<file path="src/rtl/adc_frame_reader_if.sv">
// ADC pin bundle plus the tagged sample stream produced by adc_frame_reader.
//   adc_busy_in/adc_dout_in : from the ADC
//   adc_reset_out/adc_convst_out/adc_cs_n_out/adc_sclk_out : to the ADC
//   data_out/chan_out/data_valid_out : sample stream to the oversample filters
// master = reader side, slave = ADC model / downstream side.
interface adc_frame_reader_if #(
    parameter int unsigned W_DATA = 18,
    parameter int unsigned W_CHAN = 3
);
    logic                     adc_busy_in;
    logic                     adc_dout_in;
    logic                     adc_reset_out;
    logic                     adc_convst_out;
    logic                     adc_cs_n_out;
    logic                     adc_sclk_out;
    logic signed [W_DATA-1:0] data_out;
    logic [W_CHAN-1:0]        chan_out;
    logic                     data_valid_out;

    modport master (
        input  adc_busy_in,
        input  adc_dout_in,
        output adc_reset_out,
        output adc_convst_out,
        output adc_cs_n_out,
        output adc_sclk_out,
        output data_out,
        output chan_out,
        output data_valid_out
    );

    modport slave (
        output adc_busy_in,
        output adc_dout_in,
        input  adc_reset_out,
        input  adc_convst_out,
        input  adc_cs_n_out,
        input  adc_sclk_out,
        input  data_out,
        input  chan_out,
        input  data_valid_out
    );
endinterface

</file>
<file path="src/rtl/adc_frame_reader.sv">
// Serial ADC frame reader (AD760x-style CONVST/BUSY/CS_N/SCLK/DOUT).
// Resets the ADC, runs conversion frames while enable_in is high and emits
// one signed word per channel, tagged with its channel index, as a
// one-cycle strobe.
//   clk_in, reset_n_in : clock, asynchronous active-low reset
//   enable_in          : run continuous frames while high
//   timeout_out        : sticky BUSY timeout flag
//   adc_bus            : ADC pins and the data/chan/valid sample stream
module adc_frame_reader #(
    parameter int unsigned W_DATA     = 18,
    parameter int unsigned N_CHAN     = 8,
    parameter int unsigned W_CHAN     = 3,
    parameter int unsigned SCLK_DIV   = 2,
    parameter int unsigned T_RST      = 5,
    parameter int unsigned T_CONV     = 4,
    parameter int unsigned T_BUSY_MAX = 1000
) (
    input  logic               clk_in,
    input  logic               reset_n_in,
    input  logic               enable_in,
    output logic               timeout_out,
    adc_frame_reader_if.master adc_bus
);

    localparam int unsigned CNT_MAX_A = (T_RST > T_CONV) ? T_RST : T_CONV;
    localparam int unsigned CNT_MAX   = (T_BUSY_MAX > CNT_MAX_A) ? T_BUSY_MAX : CNT_MAX_A;
    localparam int unsigned W_CNT     = $clog2(CNT_MAX + 1);
    localparam int unsigned W_PH      = (SCLK_DIV > 1) ? $clog2(2 * SCLK_DIV) : 1;
    localparam int unsigned W_BIT     = $clog2(W_DATA);

    typedef enum logic [2:0] {
        ST_INIT,
        ST_IDLE,
        ST_CONVST,
        ST_WAIT_BUSY,
        ST_READ
    } state_t;

    state_t              state_q, state_d;
    logic [W_CNT-1:0]    cnt_q, cnt_d;
    logic [W_PH-1:0]     ph_q, ph_d;
    logic [W_BIT-1:0]    bit_q, bit_d;
    logic [W_CHAN-1:0]   chan_q, chan_d;
    logic [W_DATA-1:0]   shift_q, shift_d;
    logic                busy_seen_q, busy_seen_d;
    logic                adc_reset_q, adc_reset_d;
    logic                convst_q, convst_d;
    logic                cs_n_q, cs_n_d;
    logic                sclk_q, sclk_d;
    logic signed [W_DATA-1:0] data_q, data_d;
    logic [W_CHAN-1:0]   chan_out_q, chan_out_d;
    logic                valid_q, valid_d;
    logic                timeout_q, timeout_d;
    logic                busy_meta_q, busy_sync_q;

    // BUSY is asynchronous to clk_in: two-flop synchroniser.
    always_ff @(posedge clk_in or negedge reset_n_in) begin
        if (!reset_n_in) begin
            busy_meta_q <= 1'b0;
            busy_sync_q <= 1'b0;
        end else begin
            busy_meta_q <= adc_bus.adc_busy_in;
            busy_sync_q <= busy_meta_q;
        end
    end

    // State, counters and registered outputs.
    always_ff @(posedge clk_in or negedge reset_n_in) begin
        if (!reset_n_in) begin
            state_q     <= ST_INIT;
            cnt_q       <= '0;
            ph_q        <= '0;
            bit_q       <= '0;
            chan_q      <= '0;
            shift_q     <= '0;
            busy_seen_q <= 1'b0;
            adc_reset_q <= 1'b0;
            convst_q    <= 1'b1;
            cs_n_q      <= 1'b1;
            sclk_q      <= 1'b1;
            data_q      <= '0;
            chan_out_q  <= '0;
            valid_q     <= 1'b0;
            timeout_q   <= 1'b0;
        end else begin
            state_q     <= state_d;
            cnt_q       <= cnt_d;
            ph_q        <= ph_d;
            bit_q       <= bit_d;
            chan_q      <= chan_d;
            shift_q     <= shift_d;
            busy_seen_q <= busy_seen_d;
            adc_reset_q <= adc_reset_d;
            convst_q    <= convst_d;
            cs_n_q      <= cs_n_d;
            sclk_q      <= sclk_d;
            data_q      <= data_d;
            chan_out_q  <= chan_out_d;
            valid_q     <= valid_d;
            timeout_q   <= timeout_d;
        end
    end

    // Next-state and next-output logic.
    always_comb begin
        state_d     = state_q;
        cnt_d       = cnt_q;
        ph_d        = ph_q;
        bit_d       = bit_q;
        chan_d      = chan_q;
        shift_d     = shift_q;
        busy_seen_d = busy_seen_q;
        adc_reset_d = adc_reset_q;
        convst_d    = convst_q;
        cs_n_d      = cs_n_q;
        sclk_d      = sclk_q;
        data_d      = data_q;
        chan_out_d  = chan_out_q;
        valid_d     = 1'b0;
        timeout_d   = timeout_q;

        case (state_q)
            ST_INIT: begin
                // Pulse is high while cnt counts 0..T_RST-1, dropped when it hits T_RST.
                if (cnt_q == W_CNT'(T_RST)) begin
                    adc_reset_d = 1'b0;
                    cnt_d       = '0;
                    state_d     = ST_IDLE;
                end else begin
                    adc_reset_d = 1'b1;
                    cnt_d       = cnt_q + W_CNT'(1);
                end
            end

            ST_IDLE: begin
                if (enable_in) begin
                    convst_d = 1'b0;
                    cnt_d    = '0;
                    state_d  = ST_CONVST;
                end
            end

            ST_CONVST: begin
                if (cnt_q == W_CNT'(T_CONV - 1)) begin
                    convst_d    = 1'b1;
                    cnt_d       = '0;
                    busy_seen_d = 1'b0;
                    state_d     = ST_WAIT_BUSY;
                end else begin
                    cnt_d = cnt_q + W_CNT'(1);
                end
            end

            ST_WAIT_BUSY: begin
                if (busy_sync_q) begin
                    busy_seen_d = 1'b1;
                end
                // Conversion done once BUSY has been high and is low again.
                if (busy_seen_q && !busy_sync_q) begin
                    cs_n_d  = 1'b0;
                    sclk_d  = 1'b0;
                    ph_d    = '0;
                    bit_d   = '0;
                    chan_d  = '0;
                    cnt_d   = '0;
                    state_d = ST_READ;
                end else if (cnt_q == W_CNT'(T_BUSY_MAX - 1)) begin
                    timeout_d = 1'b1;
                    cnt_d     = '0;
                    state_d   = ST_INIT;
                end else begin
                    cnt_d = cnt_q + W_CNT'(1);
                end
            end

            ST_READ: begin
                // ph 0..SCLK_DIV-1 is the low half, the rest the high half.
                ph_d = ph_q + W_PH'(1);
                if (ph_q == W_PH'(SCLK_DIV - 1)) begin
                    sclk_d  = 1'b1;
                    shift_d = {shift_q[W_DATA-2:0], adc_bus.adc_dout_in};
                    if (bit_q == W_BIT'(W_DATA - 1)) begin
                        data_d     = {shift_q[W_DATA-2:0], adc_bus.adc_dout_in};
                        chan_out_d = chan_q;
                        valid_d    = 1'b1;
                    end
                end else if (ph_q == W_PH'(2 * SCLK_DIV - 1)) begin
                    ph_d   = '0;
                    sclk_d = 1'b0;
                    if (bit_q == W_BIT'(W_DATA - 1)) begin
                        bit_d = '0;
                        if (chan_q == W_CHAN'(N_CHAN - 1)) begin
                            cs_n_d  = 1'b1;
                            sclk_d  = 1'b1;
                            chan_d  = '0;
                            state_d = ST_IDLE;
                        end else begin
                            chan_d = chan_q + W_CHAN'(1);
                        end
                    end else begin
                        bit_d = bit_q + W_BIT'(1);
                    end
                end
            end

            default: begin
                state_d = ST_INIT;
            end
        endcase
    end

    assign adc_bus.adc_reset_out  = adc_reset_q;
    assign adc_bus.adc_convst_out = convst_q;
    assign adc_bus.adc_cs_n_out   = cs_n_q;
    assign adc_bus.adc_sclk_out   = sclk_q;
    assign adc_bus.data_out       = data_q;
    assign adc_bus.chan_out       = chan_out_q;
    assign adc_bus.data_valid_out = valid_q;
    assign timeout_out            = timeout_q;

endmodule

</file>
<file path="src/flat_wrapper.sv">
// flat-port wrapper written by rule: the top's interface ports become plain ports
module adc_frame_reader_flat 
#(
    parameter int unsigned W_DATA     = 18,
    parameter int unsigned N_CHAN     = 8,
    parameter int unsigned W_CHAN     = 3,
    parameter int unsigned SCLK_DIV   = 2,
    parameter int unsigned T_RST      = 5,
    parameter int unsigned T_CONV     = 4,
    parameter int unsigned T_BUSY_MAX = 1000
)
  (clk_in, reset_n_in, enable_in, timeout_out, adc_bus_adc_busy_in, adc_bus_adc_dout_in, adc_bus_adc_reset_out, adc_bus_adc_convst_out, adc_bus_adc_cs_n_out, adc_bus_adc_sclk_out, adc_bus_data_out, adc_bus_chan_out, adc_bus_data_valid_out);
  adc_frame_reader_if #(.W_DATA(W_DATA), .W_CHAN(W_CHAN)) adc_bus_i ();
  input  logic clk_in;
  input  logic reset_n_in;
  input  logic enable_in;
  output logic timeout_out;
  input wire logic [$bits(adc_bus_i.adc_busy_in)-1:0] adc_bus_adc_busy_in;
  input wire logic [$bits(adc_bus_i.adc_dout_in)-1:0] adc_bus_adc_dout_in;
  output wire logic [$bits(adc_bus_i.adc_reset_out)-1:0] adc_bus_adc_reset_out;
  output wire logic [$bits(adc_bus_i.adc_convst_out)-1:0] adc_bus_adc_convst_out;
  output wire logic [$bits(adc_bus_i.adc_cs_n_out)-1:0] adc_bus_adc_cs_n_out;
  output wire logic [$bits(adc_bus_i.adc_sclk_out)-1:0] adc_bus_adc_sclk_out;
  output wire logic [$bits(adc_bus_i.data_out)-1:0] adc_bus_data_out;
  output wire logic [$bits(adc_bus_i.chan_out)-1:0] adc_bus_chan_out;
  output wire logic [$bits(adc_bus_i.data_valid_out)-1:0] adc_bus_data_valid_out;
  assign adc_bus_i.adc_busy_in = adc_bus_adc_busy_in;
  assign adc_bus_i.adc_dout_in = adc_bus_adc_dout_in;
  assign adc_bus_adc_reset_out = adc_bus_i.adc_reset_out;
  assign adc_bus_adc_convst_out = adc_bus_i.adc_convst_out;
  assign adc_bus_adc_cs_n_out = adc_bus_i.adc_cs_n_out;
  assign adc_bus_adc_sclk_out = adc_bus_i.adc_sclk_out;
  assign adc_bus_data_out = adc_bus_i.data_out;
  assign adc_bus_chan_out = adc_bus_i.chan_out;
  assign adc_bus_data_valid_out = adc_bus_i.data_valid_out;
  adc_frame_reader #(.W_DATA(W_DATA), .N_CHAN(N_CHAN), .W_CHAN(W_CHAN), .SCLK_DIV(SCLK_DIV), .T_RST(T_RST), .T_CONV(T_CONV), .T_BUSY_MAX(T_BUSY_MAX)) u_core (.clk_in(clk_in), .reset_n_in(reset_n_in), .enable_in(enable_in), .timeout_out(timeout_out), .adc_bus(adc_bus_i));
endmodule
</file>
<file path="config.mk">
export PLATFORM = sky130hd
export DESIGN_NAME = adc_frame_reader_flat
export DESIGN_NICKNAME = d
export VERILOG_FILES = /design/src/rtl/adc_frame_reader_if.sv /design/src/rtl/adc_frame_reader.sv /design/src/flat_wrapper.sv
export SDC_FILE = /design/constraint.sdc
export NUM_CORES = 1
export LEC_CHECK = 0
export CAP_MARGIN = 10
export CORE_MARGIN = 2
export CORE_UTILIZATION = 57
export DETAILED_ROUTE_END_ITERATION = 6
export MAX_ROUTING_LAYER = met4
export PLACE_DENSITY_LB_ADDON = 0.3
export SLEW_MARGIN = 20
export SYNTH_ARGS = -nofsm -noshare
export SYNTH_HDL_FRONTEND = slang
export SYNTH_SLANG_ARGS = --single-unit
</file>
<file path="constraint.sdc">
create_clock -name clk_in -period 2.1 [get_ports clk_in]
set_input_delay 0.315 -clock clk_in [delete_from_list [all_inputs] [get_ports clk_in]]
set_output_delay 0.315 -clock clk_in [all_outputs]
set_load 0.03 [all_outputs]
</file>
==> flow_summary.json, run 1 <==
{
  "clock-skew-final_ns": 0.00867,
  "max-cap-violations": 0,
  "cpPeakStageDelay_ns": 0.43,
  "cp.required_ns": 2.40,
  "pre_cts_slack_ns": 0.00900,
  "path_buf_inv": 0,
  "cts.root.buffer_cell": "clkbuf_8",
  "ys_seq_area_share_pct": 53.6,
  "power.leakage_nw": 1.87,
  "final_util_pct": 71.1,
  "cts_tree": "yes",
  "finalWorstSetupSlack_ns": 0.100,
  "grt_pass1_wl_mm": 9.96,
  "r2r_slack_ns": 0.10,
  "netlist_area_um2": 3280,
  "cts.sinks": 70,
  "powerDensity_nw_per_um2": 921,
  "synth-seq-cells": 70,
  "crit_fanout": 5,
  "slew_headroom_pct": 57.4,
  "worstMarginPinSlew_ns": 0.638,
  "path_class": "reg2reg",
  "drc": 0,
  "r2r.worst_path.cells": 6,
  "wl_met2_mm": 2.91,
  "track_usage_pct": 21.1,
  "cts.clk_slew.worst_paths_ns": 0.08,
  "grt_max_degree": 28,
  "synthCells": 261,
  "hold_end": "u_core.busy_sync_q$_DFF_PN0_",
  "r2r-start": "u_core.cnt_q[0]$_DFFE_PN0P_",
  "die_w_um": 79.8,
  "gp_congestion": 0.834,
  "postLayoutCellArea_um2": 3940,
  "vias": 2168,
  "period_share_pct": 95.2,
  "r2r_end": "u_core.cnt_q[4]$_DFFE_PN0P_",
  "synth_cell_type_count": 56,
  "syn_avg_cell_area_um2": 12.6,
  "syn_to_final_growth_pct": 20.2,
  "post_drt_wl_per_cell_um": 15.5,
  "met3_length_um": 208,
  "core_area_um2": 5540,
  "rows": 27,
  "grt_pass1_vias": 2112,
  "nNetsFinal": 318,
  "cp.depth": 6,
  "antenna_found_initial": 0,
  "drive_above_1_share_pct": 27.4,
  "initial_utilization_pct": 59.1,
  "drt-total-wl_mm": 5.94,
  "hold_path.class": "reg2reg",
  "antennaDiodeCount": 0,
  "portBuffers": 31,
  "drt_iter0_markers": 115,
  "ys.warnings.count": 0,
  "grt_setup_unrepaired": "no",
  "setup_viol": 0,
  "drt_pass1_iterations": 4,
  "hpwlAfterDp_mm": 4.13,
  "crit_chain": "ha_1, nor2b_1, a311oi_1, a21oi_1, o311ai_0, a22o_2",
  "syn_nets": 274,
  "maxSlewViolCount": 0,
  "cp_slowest_cell": "dfrtp_1",
  "cts_buffer_depth": 2,
  "ctsHtreeMaxLevel": 3,
  "fp.dieH_um": 79.8,
  "cp-end-kind": "register",
  "top_layer": "met4",
  "start_kind": "register",
  "path_delay_family": "compound AO/OA/AOI/OAI gates",
  "gr-total-overflow": 0,
  "place_area_um2": 3700,
  "tns_ns": 0,
  "timing.fmax_ghz": 0.500,
  "wl_met1_mm": 2.77,
  "numCtsBuffers": 9,
  "arrival_ns": 2.29,
  "io_pins": 32,
  "fin_crit_ns": 2.00,
  "hold_path_depth": 0,
  "via_per_inst": 5.68,
  "min-delay-start": "u_core.busy_meta_q$_DFF_PN0_",
  "hold_violations": 0,
  "outcome": "finished, final reports clean",
  "max-vdd-ir-drop_v": 0.000589,
  "design.die.area_um2": 6370,
  "ant_nets": 0,
  "clock_latency_ns": 0.35
}
cell usage in the layout (no fill, tap or decap), drive strengths merged, types with 3 or more instances in the layout:
cell	Yosys	final
and2	3	3
nand4	4	4
clkbuf	2	10
nor2b	5	5
nand3	6	6
clkdlybuf4s50	0	30
buf	7	11
nor3	4	4
or2	3	3
xor2	3	3
nand3b	3	3
a22o	4	4
nand2b	4	4
mux2	41	41
xnor2	3	3
a21oi	6	6
o31ai	4	4
dfrtp	67	67
nor2	22	22
nand2	15	15
ha	8	8
inv	7	8
dfstp	3	3
o21ai	12	12
power by group:
part,total (mW),internal [mW],leakage (nW),switching [mW]
Sequential,1.59,1.45,0.942,0.133
Clock,1.21,0.677,0.107,0.530
Combinational,0.835,0.366,0.820,0.469
Total,3.63,2.50,1.87,1.13
worst max-delay path by stage:
stage                                     start  slack, ns                            to
floorplan           u_core.cnt_q[0]$_DFFE_PN0P_       0.31   u_core.cnt_q[4]$_DFFE_PN0P_
global placement     u_core.ph_q[0]$_DFFE_PN0P_       0.12  u_core.chan_q[0]$_DFFE_PN0P_
detailed placement   u_core.ph_q[0]$_DFFE_PN0P_      0.009  u_core.chan_q[0]$_DFFE_PN0P_
CTS                  u_core.ph_q[0]$_DFFE_PN0P_       0.02  u_core.chan_q[0]$_DFFE_PN0P_
global route        u_core.cnt_q[0]$_DFFE_PN0P_      0.007   u_core.cnt_q[0]$_DFFE_PN0P_
finish              u_core.cnt_q[0]$_DFFE_PN0P_       0.10   u_core.cnt_q[4]$_DFFE_PN0P_
stage by stage:
stage / cells / power (mW) / hold WS [ns]
final: 382 / 3.63 / 0.381
after global routing: 382 / 3.81 / 0.404
after CTS: 382 / 3.64 / 0.375
after detailed placement: 365 / 2.43 / 0.363
after global placement: 365 / 2.40 / 0.356
after floorplan: 261 / 2.20 / 0.0194
registers in the layout, indices dropped and copies added, names as in the netlist:
register	count
u_core.adc_bus.adc_sclk_out	1
u_core.state_q	3
u_core.busy_meta_q	1
u_core.ph_q	2
u_core.busy_sync_q	1
u_core.cnt_q	10
u_core.adc_bus.adc_convst_out	1
u_core.adc_bus.adc_cs_n_out	1
u_core.timeout_out	1
u_core.busy_seen_q	1
u_core.shift_q	17
u_core.bit_q	5
u_core.adc_bus.data_valid_out	1
u_core.adc_bus.chan_out	3
u_core.adc_bus.adc_reset_out	1
u_core.adc_bus.data_out	18
u_core.chan_q	3
worst reg2reg max path, cell delays in order (launching register included):
cell and delay [ns]:
dfrtp_1 0.43, ha_1 0.25, nor2b_1 0.18, a311oi_1 0.42
a21oi_1 0.12, o311ai_0 0.35, a22o_2 0.20
cell usage after synthesis, drive strengths merged:
cell type / number / area share (%)
dfrtp: 67 / 51
mux2: 41 / 16
nor2: 22 / 2.5
nand2: 15 / 1.9
o21ai: 12 / 1.8
ha: 8 / 3.1
buf: 7 / 2.0
inv: 7 / 0.80
a21oi: 6 / 0.92
nand3: 6 / 0.92
nor2b: 5 / 0.95
a22o: 4 / 1.1
nand2b: 4 / 0.76
nand4: 4 / 0.95
nor3: 4 / 0.76
o31ai: 4 / 0.92
and2: 3 / 0.65
dfstp: 3 / 2.4
nand3b: 3 / 0.69
or2: 3 / 0.57
xnor2: 3 / 0.80
xor2: 3 / 0.80
a31oi: 2 / 0.38
and3: 2 / 0.38
and4: 2 / 0.57
clkbuf: 2 / 0.23
nor3b: 2 / 0.80
nor4: 2 / 0.84
o211ai: 2 / 0.61
o41ai: 2 / 0.53
a211oi: 1 / 0.38
a2bb2oi: 1 / 0.27
a311oi: 1 / 0.27
a41oi: 1 / 0.27
and2b: 1 / 0.23
and3b: 1 / 0.27
and4bb: 1 / 0.38
nor4b: 1 / 0.27
o22ai: 1 / 0.19
o2bb2ai: 1 / 0.27
o311ai: 1 / 0.27
cell type report:
cell class | instances | area, µm²
flip-flops and latches | 70 | 1760
inverters | 7 | 26.3
repair buffers | 42 | 415
clock buffers | 10 | 128
well taps | 72 | 90.1
fillers | 389 | 1600
multi-input cells | 175 | 1430
clock inverters | 6 | 93.8
cells by family after synthesis:
kind of cell	share of synthesized area, %
xor+xnor	1.60
flops	53.6
buf+inv	3.05
simple gates	14.5
fa+ha+maj	3.05
compound gates	8.21
mux	16.0
what timing repair did:
action	CTS	global route
endpoints found under the setup margin	0	12
hold buffers	1	0
gates resized for setup	0	3
setup buffers	0	0
endpoints found under the hold margin	17	0
layer usage:
layer / up-vias / track usage (%)
met4: 0 / 7.12
met3: 6 / 5.43
met5: - / -
met1: 1097 / 27.5
li1: 1018 / -
met2: 47 / 32.5
No activity file was read; power rests on OpenSTA's default activity.
==> inputs of run 2 (changes only) <==
--- a/config.mk
+++ b/config.mk
@@ -11,6 +11,7 @@
 export DETAILED_ROUTE_END_ITERATION = 6
 export MAX_ROUTING_LAYER = met4
 export PLACE_DENSITY_LB_ADDON = 0.3
+export SETUP_SLACK_MARGIN = 0.5
 export SLEW_MARGIN = 20
 export SYNTH_ARGS = -nofsm -noshare
 export SYNTH_HDL_FRONTEND = slang
==> run 2 against run 1 <==
Final area up 16%. Die area did not move. Global-route usage rose by 1.3 points. Largest cell class is now multi-input gates. Clock-buffer cell count decreased by 1. Clock power is 4% higher. Non-clock buffer count grew 27. First-iteration DRC count fell by 14%. Register-to-register slack improved by 0.16 ns. Combinational power up 56%. Via count is 11% higher. Power grew 14%. Sequential share of layout area decreased by 5.8 points.
==> flow_summary.json, run 2 (synthesized netlist as in run 1, its figures left out) <==
{
  "period_share_pct": 87.6,
  "antennaDiodeCount": 0,
  "antenna_found_initial": 0,
  "cts.clk_slew.worst_paths_ns": 0.09,
  "grt_setup_unrepaired": "yes",
  "outcome": "finished, final reports clean",
  "initial_utilization_pct": 59.1,
  "intPower_mw": 2.75,
  "fin_crit_ns": 1.84,
  "core_area_um2": 5540,
  "drt_pass1_iterations": 4,
  "die_w_um": 79.8,
  "syn_to_final_growth_pct": 38.9,
  "io_pins": 32,
  "gp_congestion": 0.833,
  "cts_tree": "yes",
  "switching_share_pct": 33.4,
  "cp-end-kind": "register",
  "drc": 0,
  "numCtsBuffers": 9,
  "power.leakage_nw": 2.19,
  "vias": 2409,
  "fp.dieH_um": 79.8,
  "cts_buffer_depth": 2,
  "worstMarginPinSlew_ns": 0.439,
  "grt_max_degree": 71,
  "seq_power_share_pct": 38.2,
  "finalNonFillerCells": 412,
  "clock-skew-final_ns": 0.0178,
  "track_usage_pct": 22.4,
  "tns_ns": 0,
  "arrival_ns": 2.08,
  "post_drt_wl_per_cell_um": 19.0,
  "drt_iter0_markers": 99,
  "cts.sinks": 70,
  "powerDensity_nw_per_um2": 906,
  "path_class": "reg2reg",
  "ant_nets": 0,
  "portBuffers": 31,
  "clkPwrFrac_pct": 30.4,
  "start_kind": "register",
  "setup_viol": 0,
  "largest_reg_flops": 18,
  "power.total_mw": 4.12,
  "nNetsFinal": 348,
  "layout_common_cells": "dfrtp_1, mux2_4, dlygate4sd2_1, buf_4, nor2_1",
  "switching_power_mw": 1.38,
  "fill_cells": 265,
  "hold_violations": 0,
  "hpwlAfterDp_mm": 3.88,
  "max-vdd-ir-drop_v": 0.000661,
  "drive_above_1_share_pct": 46.2,
  "grt_pass1_vias": 2218,
  "cp.required_ns": 2.34,
  "cts.root.buffer_cell": "clkbuf_8",
  "power_frac_comb_pct": 31.4,
  "rows": 27,
  "maxSlewViolCount": 0,
  "post-place-cells": 362,
  "hold_path.class": "reg2reg",
  "ctsHtreeMaxLevel": 3,
  "crit_fanout": 4,
  "clock_latency_ns": 0.36,
  "grt_pass1_wl_mm": 10.5,
  "drt-total-wl_mm": 7.81,
  "max-cap-violations": 0,
  "timing.fmax_ghz": 0.544,
  "design.die.area_um2": 6370,
  "gr-total-overflow": 0,
  "final_common_cell": "dfrtp_1",
  "slew_headroom_pct": 70.6,
  "via_per_inst": 5.85
}
-- run 2: cell types whose count changed in the layout (fill, tap and decap cells not counted), moves of 7 or more --
| cell | previous run | this run |
|---|---|---|
| dfrtp_2 | 0 | 7 |
| clkdlybuf4s50_1 | 30 | 3 |
| buf_4 | 8 | 24 |
| nor2_2 | 0 | 7 |
| dfrtp_1 | 67 | 60 |
| dlygate4sd2_1 | 0 | 24 |
| buf_6 | 0 | 8 |
| mux2_2 | 23 | 6 |
| nor2_1 | 22 | 14 |
| mux2_4 | 17 | 35 |
-- run 2: critical path: stages, from the launching register on --
cell and delay (ns):
dfrtp_2 0.44, nor4_4 0.37, nand4_1 0.25, and2b_2 0.33, nor3_4 0.06, mux2_2 0.27
-- run 2: timing repair --
item / 4_1_cts / 5_1_grt
setup endpoints to repair: 84 / 62
pin swaps: 12 / 17
setup buffers: 16 / 11
gates resized for setup: 61 / 61
hold endpoints to repair: 59 / 0
hold buffers: 1 / 0
cloned: 1 / 5
-- run 2: power groups by stage --
stage / logic, mW / clock network [mW] / registers, mW
3_3_place_gp: 0.811 / 0 / 1.60
4_1_cts: 1.08 / 1.27 / 1.57
2_1_floorplan: 0.623 / 0 / 1.59
3_5_place_dp: 0.827 / 0 / 1.61
5_1_grt: 1.39 / 1.33 / 1.59
6_report: 1.30 / 1.26 / 1.57
-- run 2: metrics by stage --
stage	cell area, µm²	utilization (%)	hold WS [ns]	worst slack [ns]
floorplan	3300	-	0.0194	0.433
global placement	3680	66.4	0.358	0.219
detailed placement	3680	66.4	0.362	0.213
CTS	4130	74.6	0.373	0.293
global route	4550	82.2	0.373	0.200
finish	4550	82.2	0.372	0.261
-- run 2: cell type report --
cell class / instances / area, µm² / area share (%)
tap: 72 / 90.1 / 1.98
clock buffer: 9 / 124 / 2.72
inverter: 7 / 26.3 / 0.577
clock inverter: 7 / 106 / 2.34
sequential: 70 / 1760 / 38.7
timing repair buffer: 69 / 661 / 14.5
multi-input combinational: 178 / 1780 / 39.1
-- run 2: metal layers --
metal,part of all wire (%),routed length [µm],track usage [%],up-vias
li1,-,-,-,1092
met1,43,3360,28.3,1223
met2,51,4010,34.5,80
met3,4.0,312,4.64,14
met4,1.6,125,11.7,0
met5,0,0,-,-
-- run 2: path summary, 6_finish.rpt --
path / start / end / slack [ns] / cells after the start
max: u_core.cnt_q[4]$_DFFE_PN0P_ / u_core.cnt_q[0]$_DFFE_PN0P_ / 0.26 / 5
min: u_core.busy_meta_q$_DFF_PN0_ / u_core.busy_sync_q$_DFF_PN0_ / 0.37 / 0
max reg2reg: u_core.cnt_q[4]$_DFFE_PN0P_ / u_core.cnt_q[0]$_DFFE_PN0P_ / 0.26 / 5
min reg2reg: u_core.busy_meta_q$_DFF_PN0_ / u_core.busy_sync_q$_DFF_PN0_ / 0.37 / 0
max in group asynchronous: reset_n_in / u_core.adc_bus.adc_convst_out$_DFFE_PN1P_ / 1.24 / 3
min in group asynchronous: reset_n_in / u_core.chan_q[1]$_DFFE_PN0P_ / 0.49 / 3
==> edit (settings of run 1) <==
Put one more register stage on the output `timeout_out`, without a reset. The value now appears one clock later. The other outputs are not delayed to match.
--- a/src/rtl/adc_frame_reader.sv
+++ b/src/rtl/adc_frame_reader.sv
@@ -216,7 +216,9 @@
     assign adc_bus.data_out       = data_q;
     assign adc_bus.chan_out       = chan_out_q;
     assign adc_bus.data_valid_out = valid_q;
-    assign timeout_out            = timeout_q;
+    always_ff @(posedge clk_in) begin
+        timeout_out <= timeout_q;
+    end
 
 endmodule
 
Function: no difference found for any inputs over 10 cycles, from zero or initial values and one cycle with reset_n_in low; that may be too few to reach the edited logic, so the function may still have changed.
==> edit against run 1 <==
Area after synthesis rose by 2.2%. Die area rose by 2.1%. Synthesized cell count rose by 1.1%. Total power rose by 0.97%. Critical endpoint is now u_core.adc_bus.adc_convst_out$_DFFE_PN1P_. Wire length fell by 0.51%. Global-route usage fell by 0.21 points. Design area rose by 0.70%. First-iteration DRC count fell by 7.0%. Worst setup slack improved by 0.075 ns. Sequential cell count rose by 1. Largest cell class unchanged.
==> edit: results (changes against run 1) <==
- Outcome: finished, final reports clean (unchanged)
- Hold Crit Endpoint: u_core.busy_sync_q$_DFF_PN0_ (unchanged)
- CP max-delay cell: a311oi_1 (was dfrtp_1)
- Reg clk slew, reported paths: 0.08 ns (about the same)
- Synthesized area per cell: 12.7 um^2 (was 12.6 um^2)
- Worst EP arrival: 2.19 ns (was 2.29 ns)
- Worst reg-to-reg setup slack: 0.18 ns (was 0.10 ns)
- Share of layout cells above drive strength 1: 24.4% (was 27.4%)
- Crit path max fanout: 6 (was 5)
- Final #Nets: 315 (was 318)
- Syn Nets: 277 (was 274)
- Met3 wire length: 188 um (was 208 um)
- Fmax: 520 MHz (was 500 MHz)
- Hold slack: 0.352 ns (was 0.381 ns)
- Worst Clk Skew: 0.00896 ns (was 0.00867 ns)
- Via density: 5.65 (was 5.68)
- Number of I/O port buffers: 31 (unchanged)
- Worst-skew pair later-pin latency: 0.35 ns (about the same)
- Worst reg2reg path depth: 5 (was 6)
- WHS Path Cells: 0 (unchanged)
- Cell family with most CP delay: compound AO/OA/AOI/OAI gates (unchanged)
- Number of global-route vias before repair: 2,048 (was 2,112)
- Worst hold path startpoint: u_core.busy_meta_q$_DFF_PN0_ (unchanged)
- CTS max path bufs: 2 (unchanged)
- Reg-to-Reg End: u_core.adc_bus.adc_convst_out$_DFFE_PN1P_ (was u_core.cnt_q[4]$_DFFE_PN0P_)
- Metal-1 WL: 2.83 mm (was 2.77 mm)
- DRT iter0 DRCs: 107 (was 115)
- Top cells by count, synth: dfrtp_1, mux2_2, mux2_4 (was dfrtp_1, mux2_2, nor2_1)
- Largest net degree at the start of global routing: 71 (was 28)
- Post-synthesis cell type count: 56 (unchanged)
- Worst VDD drop: 0.746 mV (was 0.589 mV)
- GR Layer Usage met3: 4.04% (was 5.43%)
- Fillers: 398 (was 389)
- First-pass GRT wire length: 9.91 mm (was 9.96 mm)
- WL met2: 2.79 mm (was 2.91 mm)
- DP Worst Slack: 0.165 ns (was 0.00900 ns)
- Grt met2 use: 30.8% (was 32.5%)
- Slowest Stage Delay on Critical Path: 0.57 ns (was 0.43 ns)
- Inst Count DP: 362 (was 365)
- Asr flop ratio synth: 98.6% (was 100%)
- Fin cells: 379 (was 382)
- M1 GR Usage: 28.2% (was 27.5%)
- Leakage: 1.85 nW (was 1.87 nW)
- Slew headroom: 57.9% (was 57.4%)
- Wire length per cell: 15.6 um (was 15.5 um)
- Placed inst area: 3720 um^2 (was 3700 um^2)
- GRT Util Overall: 20.9% (was 21.1%)
- GPL Wtd Cong: 0.841 (was 0.834)
- Sequential fraction of the synthesis area: 53.0% (was 53.6%)
- Final HPWL DP: 3.93 mm (was 4.13 mm)
- Dominant cells by area after synthesis: dfrtp_1, mux2_4, mux2_2 (was dfrtp_1, mux2_2, mux2_4)
-- edit: layout make-up --
cell class | instances | area (um^2) | area share [%]
clock inverters | 7 | 104 | 2.62
flip-flops and latches | 71 | 1780 | 44.8
well taps | 72 | 90.1 | 2.27
inverters | 7 | 26.3 | 0.663
clock buffers | 9 | 124 | 3.12
multi-input cells | 175 | 1470 | 37.1
repair buffers | 38 | 373 | 9.40
-- edit: repair_timing --
action                                 CTS  global route
hold buffers                             1             0
resized for setup                        0             1
endpoints found under the hold margin   58             0
setup endpoints to repair                0             1
-- edit: kinds of logic after synthesis --
group           after synthesis  share of synthesized area (%)
simple gates                 74                           13.9
xor+xnor                      9                           2.35
fa+ha+maj                     8                           2.99
compound gates               44                           8.85
buf+inv                      18                           3.36
mux                          40                           15.6
flops                        71                           53.0
-- edit: where the power goes --
group	switching, mW	internal, mW	leakage [nW]
sequential	0.135	1.47	0.952
clock	0.551	0.685	0.115
combinational	0.464	0.358	0.780
total	1.15	2.51	1.85
